**src/rtl/seq_lock_pkg.sv**
```systemverilog
// Shared types and helpers for the sequential code lock.
// State encoding and width helper used across the lock datapath.
package seq_lock_pkg;

  typedef enum logic [1:0] {
    ENTER   = 2'd0,
    ARMED   = 2'd1,
    OPEN    = 2'd2,
    LOCKOUT = 2'd3
  } state_t;

  // ceil(log2(v)), never below 1 so ports keep a usable width
  function automatic int clog2(input int v);
    int r;
    r = 1;
    while ((1 << r) < v) r++;
    return r;
  endfunction

endpackage

```
**src/rtl/seq_code_lock_timer.sv**
```systemverilog
// Loadable down-counter with zero flag.
// Shared by the arm timeout and the lockout interval.
module lock_timer #(
  parameter int W = 4
) (
  input  logic         clk,
  input  logic         rst_n,
  input  logic         load,
  input  logic [W-1:0] load_val,
  input  logic         en,
  output logic         zero
);

  logic [W-1:0] cnt;

  always_ff @(posedge clk or negedge rst_n) begin
    if (!rst_n) begin
      cnt <= '0;
    end else if (load) begin
      cnt <= load_val;
    end else if (en && cnt != '0) begin
      cnt <= cnt - 1'b1;
    end
  end

  assign zero = (cnt == '0);

endmodule

```
**src/rtl/seq_code_lock.sv**
```systemverilog
// Parametrised sequential code lock with arm confirm,
// failed-attempt counting, timed lockout and arm timeout.
module seq_code_lock
  import seq_lock_pkg::*;
#(
  parameter int SYM_W       = 4,
  parameter int CODE_LEN    = 3,
  parameter     CODE        = 12'hF31,
  parameter int MAX_FAIL    = 3,
  parameter int LOCK_CYC    = 8,
  parameter int ARM_TIMEOUT = 16,
  localparam int PW = clog2(CODE_LEN + 1),
  localparam int FW = clog2(MAX_FAIL + 1)
) (
  input  logic             clk,
  input  logic             rst_n,
  input  logic             sym_vld,
  input  logic [SYM_W-1:0] sym,
  input  logic             arm,
  input  logic             relock,
  output logic             unlocked,
  output logic             lockout,
  output logic [PW-1:0]    progress,
  output logic [FW-1:0]    fails
);

  localparam int TMAX = (LOCK_CYC > ARM_TIMEOUT) ? LOCK_CYC : ARM_TIMEOUT;
  localparam int TW   = clog2(TMAX);
  localparam int CW   = SYM_W * CODE_LEN;

  generate
    if (CODE_LEN < 1 || MAX_FAIL < 1 || LOCK_CYC < 1 ||
        ARM_TIMEOUT < 1 || $bits(CODE) != CW) begin : g_bad
      $error("seq_code_lock: illegal parameters");
    end
  endgenerate

  localparam logic [CW-1:0] CODE_V  = CODE;
  localparam logic [TW-1:0] ARM_LD  = TW'(ARM_TIMEOUT - 1);
  localparam logic [TW-1:0] LOCK_LD = TW'(LOCK_CYC - 1);
  localparam logic [PW-1:0] LAST    = PW'(CODE_LEN - 1);
  localparam logic [PW-1:0] FULL    = PW'(CODE_LEN);
  localparam logic [FW-1:0] FMAX    = FW'(MAX_FAIL);

  state_t        state, state_n;
  logic [PW-1:0] idx, idx_n, prog_n;
  logic [FW-1:0] fails_n, fails_inc;
  logic [TW-1:0] t_val;
  logic          t_load, t_en, t_zero;
  logic          hit, first, fail_lock;

  assign hit       = (sym == CODE_V[int'(idx)*SYM_W +: SYM_W]);
  assign first     = (sym == CODE_V[0 +: SYM_W]);
  assign fails_inc = (fails == FMAX) ? fails : fails + 1'b1;
  assign fail_lock = (fails_inc == FMAX);
  assign t_en      = (state == ARMED) || (state == LOCKOUT);

  lock_timer #(.W(TW)) u_timer (
    .clk      (clk),
    .rst_n    (rst_n),
    .load     (t_load),
    .load_val (t_val),
    .en       (t_en),
    .zero     (t_zero)
  );

  always_comb begin
    state_n = state;
    idx_n   = idx;
    fails_n = fails;
    t_load  = 1'b0;
    t_val   = ARM_LD;
    unique case (state)
      ENTER: begin
        if (sym_vld && hit) begin
          if (idx == LAST) begin
            state_n = ARMED;
            idx_n   = '0;
            t_load  = 1'b1;
            t_val   = ARM_LD;
          end else begin
            idx_n = idx + 1'b1;
          end
        end else if (sym_vld && idx != '0) begin
          fails_n = fails_inc;
          if (fail_lock) begin
            state_n = LOCKOUT;
            idx_n   = '0;
            t_load  = 1'b1;
            t_val   = LOCK_LD;
          end else begin
            idx_n = first ? PW'(1) : '0;
          end
        end
      end
      ARMED: begin
        // arm wins over a timeout landing in the same cycle
        if (arm) begin
          state_n = OPEN;
          fails_n = '0;
        end else if (t_zero) begin
          state_n = ENTER;
          fails_n = fails_inc;
          if (fail_lock) begin
            state_n = LOCKOUT;
            t_load  = 1'b1;
            t_val   = LOCK_LD;
          end
        end
      end
      OPEN: begin
        if (relock) begin
          state_n = ENTER;
          idx_n   = '0;
        end
      end
      LOCKOUT: begin
        if (t_zero) begin
          state_n = ENTER;
          fails_n = '0;
        end
      end
      default: state_n = ENTER;
    endcase
  end

  always_comb begin
    prog_n = '0;
    unique case (state_n)
      ENTER:       prog_n = idx_n;
      ARMED, OPEN: prog_n = FULL;
      default:     prog_n = '0;
    endcase
  end

  always_ff @(posedge clk or negedge rst_n) begin
    if (!rst_n) begin
      state    <= ENTER;
      idx      <= '0;
      fails    <= '0;
      unlocked <= 1'b0;
      lockout  <= 1'b0;
      progress <= '0;
    end else begin
      state    <= state_n;
      idx      <= idx_n;
      fails    <= fails_n;
      unlocked <= (state_n == OPEN);
      lockout  <= (state_n == LOCKOUT);
      progress <= prog_n;
    end
  end

endmodule

```
**config.mk**
```make
export PLATFORM = sky130hd
export DESIGN_NAME = seq_code_lock
export DESIGN_NICKNAME = d
export VERILOG_FILES = /design/src/rtl/seq_lock_pkg.sv /design/src/rtl/seq_code_lock_timer.sv /design/src/rtl/seq_code_lock.sv
export SDC_FILE = /design/constraint.sdc
export NUM_CORES = 1
export LEC_CHECK = 0
export CORE_MARGIN = 5
export CORE_UTILIZATION = 30
export CTS_CLUSTER_SIZE = 16
export DETAILED_ROUTE_END_ITERATION = 16
export GPL_ROUTABILITY_DRIVEN = 0
export GPL_TIMING_DRIVEN = 0
export SLEW_MARGIN = 20
export SYNTH_ARGS = -nofsm -noshare
export SYNTH_HDL_FRONTEND = slang
export SYNTH_SLANG_ARGS = --single-unit
```
**constraint.sdc**
```tcl
create_clock -name clk -period 3.2 [get_ports clk]
set_input_delay 0.64 -clock clk [delete_from_list [all_inputs] [get_ports clk]]
set_output_delay 0.64 -clock clk [all_outputs]
set_load 0.01 [all_outputs]
```
## Word level (Yosys, flattened, before mapping)

Cells that the tools add are included.

- Word-level logic and storage cells: 79
- Input bits: 9
- Output and inout port bits: 6
- Flip-flop bits (word level): 14

- Multiplexer cells: 40
- Shift operators: 1
- Reduce and logical (&&, ||, !) cells: 13
- Eq/ne operators: 15
- Add/subtract/negate cells: 3

Operators by type and width:

| kind | number |
|---|---|
| $mux W2 | 19 |
| $mux W4 | 7 |
| $eq A2 B2 Y1 const B | 7 |
| $shiftx A12 B5 Y4 const A | 1 |
| $mux W1 | 8 |
| $pmux W2 S2 | 2 |
| $pmux W2 S4 | 1 |
| $pmux W4 S2 | 1 |
| $ne A2 B2 Y1 const B | 3 |
| $pmux W2 S3 | 1 |
| $reduce_and A5 Y1 | 1 |
| $add A2 B1 Y2 const B | 2 |
| $eq A2 B1 Y1 const B | 2 |
| $eq A4 B1 Y1 const B | 1 |
| $eq A4 B4 Y1 | 1 |
| $logic_not A2 Y1 | 2 |
| $logic_not A4 Y1 | 1 |
| $reduce_bool A2 Y1 | 2 |
| $reduce_bool A4 Y1 | 1 |
| $sub A4 B1 Y4 const B | 1 |
| $logic_and A1 B1 Y1 | 3 |
| $ne A3 B3 Y1 const B | 1 |
| $reduce_bool A3 Y1 | 1 |
| $pmux W1 S2 | 1 |
| other kinds (2) | 2 |

## Logic depth before layout (Yosys ltp)

- Word-level depth: 10
- Depth in mapped cells: 9
- Depth with buffers taken out: 9

## By module

Synthesis repeated with hierarchy kept, for this count alone.

- Cells, all modules: 115
- Area total of the unflattened synthesis: 1076.0 µm²

Modules (own cells, without submodules):

| module | area each (µm²) | seq. area each (µm²) | instances | cells each |
|---|---|---|---|---|
| seq_code_lock | 805.8 | 250.2 | 1 | 88 |
| lock_timer | 270.3 | 100.1 | 1 | 27 |

## Worst setup path before layout

OpenSTA, ideal clock, no wires.

- Path type: reg2reg
- From: register idx[0]
- To: register progress[0]
- Stages on the path, launching flop included: 10
- Setup time: 0.128 ns
- Path slack: 0.962 ns
- Path buffers: 0
- Data arrival time: 2.111 ns
- Data required time: 3.072 ns
- Period minus slack after synthesis: 2.238 ns
- Path through: dfrtp_1 > inv_1 > ha_1 > xnor2_1 > o2111ai_2 > nand4_1 > o2111a_1 > ha_1 > o21bai_1 > a31oi_1

- Cells in the longest elaborated chain, start to end: 8
- Elaborated cells on any way between the ends: 21
- Those cells by class: add/sub (1); eq/ne (4); shift (1); mux (10); reduce/logical (5)

Ends and longest elaborated chain:

| what | line | RTL |
|---|---|---|
| start: declaration | seq_code_lock.sv:46 | `logic [PW-1:0] idx, idx_n, prog_n;` |
| start signal: assignment | seq_code_lock.sv:146 | `idx <= idx_n;` |
| $shiftx A12 B5 Y4 or $reduce_bool A2 Y1 (tied branches) | seq_code_lock.sv:52, seq_code_lock.sv:84 |  |
| $eq A4 B4 Y1 or $logic_and A1 B1 Y1 (tied branches) | seq_code_lock.sv:52, seq_code_lock.sv:84 |  |
| $logic_and A1 B1 Y1 or $mux W2 (tied branches) | seq_code_lock.sv:75, seq_code_lock.sv:84 |  |
| $mux W2 | seq_code_lock.sv:75 | `if (sym_vld && hit) begin` |
| $pmux W2 S4 | seq_code_lock.sv:73 | `unique case (state)` |
| $eq A2 B2 Y1 or $eq A2 B1 Y1 (tied branches) | seq_code_lock.sv:129 | `unique case (state_n)` |
| $reduce_or A2 Y1 | seq_code_lock.sv:129 |  |
| $pmux W2 S2 (*) | seq_code_lock.sv:129 |  |
| net prog_n[0] | seq_code_lock.sv:46 |  |
| end signal: assignment | seq_code_lock.sv:150 | `progress <= prog_n;` |
| end: declaration | seq_code_lock.sv:23 | `output logic [PW-1:0] progress,` |

The timed path passes the listed nets; every way through them passes the cells marked *.
A chain may end at the register's enable or synchronous reset.

## Worst setup path after layout

- From: input port sym[3]
- To: register progress[0]

- Cells in the longest elaborated chain, start to end: 7
- Elaborated cells on any way between the ends: 15
- Those cells by class: eq/ne (4); mux (8); reduce/logical (3)

Ends and longest elaborated chain:

| what | line | RTL |
|---|---|---|
| start: declaration | seq_code_lock.sv:18 | `input logic [SYM_W-1:0] sym,` |
| $eq A4 B4 Y1 or $eq A4 B1 Y1 (tied branches) | seq_code_lock.sv:52, seq_code_lock.sv:53 |  |
| $logic_and A1 B1 Y1 or $mux W1 (tied branches) | seq_code_lock.sv:75, seq_code_lock.sv:92 |  |
| $mux W2 or $mux W1 (tied branches) | seq_code_lock.sv:75, seq_code_lock.sv:86 |  |
| $pmux W2 S4 or $mux W2 (tied branches) | seq_code_lock.sv:73, seq_code_lock.sv:84 |  |
| $eq A2 B2 Y1 (tied with other cells) | seq_code_lock.sv:129 |  |
| $reduce_or A2 Y1 or $pmux W2 S2 (tied branches) | seq_code_lock.sv:129, seq_code_lock.sv:73 |  |
| $pmux W2 S2 (*) | seq_code_lock.sv:129 |  |
| net prog_n[0] | seq_code_lock.sv:46 |  |

Marked as above.

==> flow_metrics.py <==
metrics = {
    "worst_setup_path": {
        "worst-path-max-fanout": 8,
        "critPathLaunchType": "input port",
        "crit_required_ns": 3.36,
        "crit_type": "input port to flop",
        "r2r_cells": 9,
        "r2r_start": "idx[0]",
        "critPathCaptureType": "flop",
        "r2r-end": "progress[0]",
        "r2r_slack_ns": 0.58,
        "cp.arrival_ns": 2.85,
    },
    "synth": {
        "synth_top_area_share_pct": 35.99,
        "yosys.area.top_type": "dfrtp_1",
        "synth.area.top_cells": "dfrtp_1, ha_1, a21oi_1",
        "synth_edf_count": 0,
        "synth_area_per_cell_um2": 9.543,
        "syn_inst": 102,
        "synth_warnings": 0,
        "synth_ff_type": "dfrtp_1",
        "ys_types": 40,
        "syn_area_um2": 973.4,
        "yosys_register_bits": 14,
        "seq_area_frac_synth_pct": 35.99,
        "syn_nets": 121,
        "async_flop_share_pct": 100.0,
    },
    "clock_tree": {
        "cts_buffers": 3,
        "cts_buffer_depth": 2,
        "clock_sinks": 14,
        "clkLatencyLatePin_ns": 0.27,
        "cts_resized": 0,
        "h-tree-depth": 1,
        "cts_tree": "done",
        "path_clk_slew_ns": 0.08,
        "postCtsSetupRepairBufs": 0,
        "root_buffer": "clkbuf_4",
        "cts-hold-fix-buffers": 0,
    },
    "cells_and_area": {
        "diodes": 0,
        "stdcell_count": 163,
        "areaGrowthSynthToFinish_pct": 22.36,
        "final_nets": 140,
        "multi_input_area_um2": 593.1,
        "layout_common_cells": "dfrtp_1, clkdlybuf4s50_1, a21oi_1, ha_1",
        "regArea_um2": 350.3,
        "n_fill_cell": 313,
        "final_area_mm2": 0.001191,
        "drive_gt1_share_pct": 7.563,
    },
    "power_and_ir_drop": {
        "p_sw_uw": 337.0,
        "ir_drop_uv": 289.5,
        "p_sw_share_pct": 40.72,
        "p_clk_share_pct": 11.7,
        "pwr-share-comb_pct": 51.3,
        "p_leak_uw": 0.0005086,
        "cellPowerDensity_mw_per_mm2": 694.7,
        "p_seq_share_pct": 37.0,
        "p_int_uw": 490.5,
    },
    "drt": {
        "postRouteAntennaNets": 0,
        "drt-initial-drc-count": 30,
        "via_count": 830,
        "wl_per_cell_um": 12.28,
        "drt_pre_antenna_iters": 4,
        "finalWirelength_um": 2001,
        "drcViolationCount": 0,
        "via_per_inst": 5.092,
    },
    "global_routing": {
        "grt_pass1_wl_um": 3753,
        "gr-total-overflow": 0,
        "grt_max_degree": 15,
        "antenna_found_initial": 0,
        "grtUsageTotal_pct": 10.81,
        "first_global_vias": 854,
    },
    "floorplanning": {
        "io_pins": 15,
        "die-area_mm2": 0.004484,
        "placementRows": 20,
        "die_x_um": 66.96,
        "die_y_um": 66.96,
        "core_mm2": 0.003078,
        "start_util_pct": 31.63,
    },
    "run_status": {
        "outcome": "finished, final reports clean",
    },
    "timing": {
        "fin_crit_ns": 2.697,
        "fin_crit_sh_pct": 84.29,
        "hold_violations": 0,
        "holdWs_ns": 0.5532,
        "worst_slew_pin_slew_ns": 0.6276,
        "slew_violations": 0,
        "setup_tns_ns": 0,
        "max_freq_mhz": 370.8,
        "finClkSkew_ns": 0.003142,
        "grt_setup_unrepaired": "no",
        "relSlewSlack_pct": 58.03,
        "layout_setup_ws_ns": 0.5029,
        "setup_violations": 0,
    },
    "place": {
        "pre_cts_slack_ns": 0.1858,
        "io_buffers": 14,
        "placed_area_mm2": 0.001169,
        "dp.cells": 160,
        "hpwl_um": 1603,
    },
    "hold_path": {
        "min_from": "u_timer.cnt[1]",
        "hold-path-cell-count": 2,
        "hp-class": "flop to flop",
        "whs_endpoint": "u_timer.cnt[1]",
    },
    "job": {
        "max_cap_viol_count": 0,
    },
}
state kept, by name (all words and copies together), names as in the netlist:
| name | count |
|---|---|
| u_timer.cnt | 4 |
| fails | 2 |
| idx | 2 |
| progress | 2 |
| state | 2 |
| lockout | 1 |
| unlocked | 1 |
logic make-up (layout without fill, tap and decap cells):
| kind of cell | Yosys count | after routing | share of synthesized area [%] |
|---|---|---|---|
| buffers and inverters | 8 | 25 | 3.085 |
| AOI/OAI and AO/OA | 28 | 28 | 20.82 |
| and+or+nand+nor | 37 | 37 | 22.37 |
| DFF | 14 | 14 | 35.99 |
| xor gates and xnor gates | 3 | 3 | 2.700 |
| adders and majority gates | 10 | 10 | 12.85 |
| muxes | 2 | 2 | 2.185 |
cell type report:
class                   count  area share (%)
plain buffers               2          0.6303
multi-input cells          80           49.79
flip-flops and latches     14           29.41
clock buffers               3           1.891
repair buffers             14           11.76
inverters                   6           1.891
well taps                  44           4.622
metal layers:
layer / wire [µm] / vias to the layer above / track usage [%]
met1: 957 / 391 / 13.54
met4: 17 / 0 / 3.291
li1: - / 411 / -
met3: 100 / 2 / 4.047
met2: 926 / 26 / 17.08
met5: 0 / - / 0
power by group through the flow:
stage          sequential (µW)  clock, µW  combinational, µW
6_report                   306       96.5                425
5_1_grt                    319        112                488
4_1_cts                    307        104                429
3_5_place_dp               311          0                427
3_3_place_gp               310          0                416
2_1_floorplan              308          0                294
cells in the mapped netlist, drive strengths merged (3+ instances only):
master,number
a21oi,10
dfrtp,14
ha,10
inv,6
nand2,6
nand2b,3
nand3,4
nand4,5
nor2,5
nor3,5
worst max path at each step:
stage,from,endpoint,slack [ns],cells after the start
6_report,sym[3],progress[0],0.50,8
4_1_cts,sym[3],progress[0],0.49,8
3_5_place_dp,sym[3],progress[0],0.19,8
3_3_place_gp,sym[3],progress[1],0.25,8
2_1_floorplan,idx[0],progress[0],0.96,9
5_1_grt,sym[3],progress[0],0.31,8
metrics by stage:
| step | total power [µW] | utilization, % |
|---|---|---|
| floorplan | 601.5 | - |
| global placement | 725.3 | 37.97 |
| detailed placement | 737.2 | 37.97 |
| CTS | 839.2 | 38.70 |
| global route | 918.7 | 38.70 |
| finish | 827.4 | 38.70 |
worst max-delay path, cell delays in order:
cell	delay [ns]
clkdlybuf4s50_1	0.44
and3_1	0.22
o2111ai_2	0.35
nand4_1	0.36
o2111a_1	0.27
ha_1	0.31
o21bai_1	0.20
a31oi_1	0.07
Power figures use the tool's default switching activity.
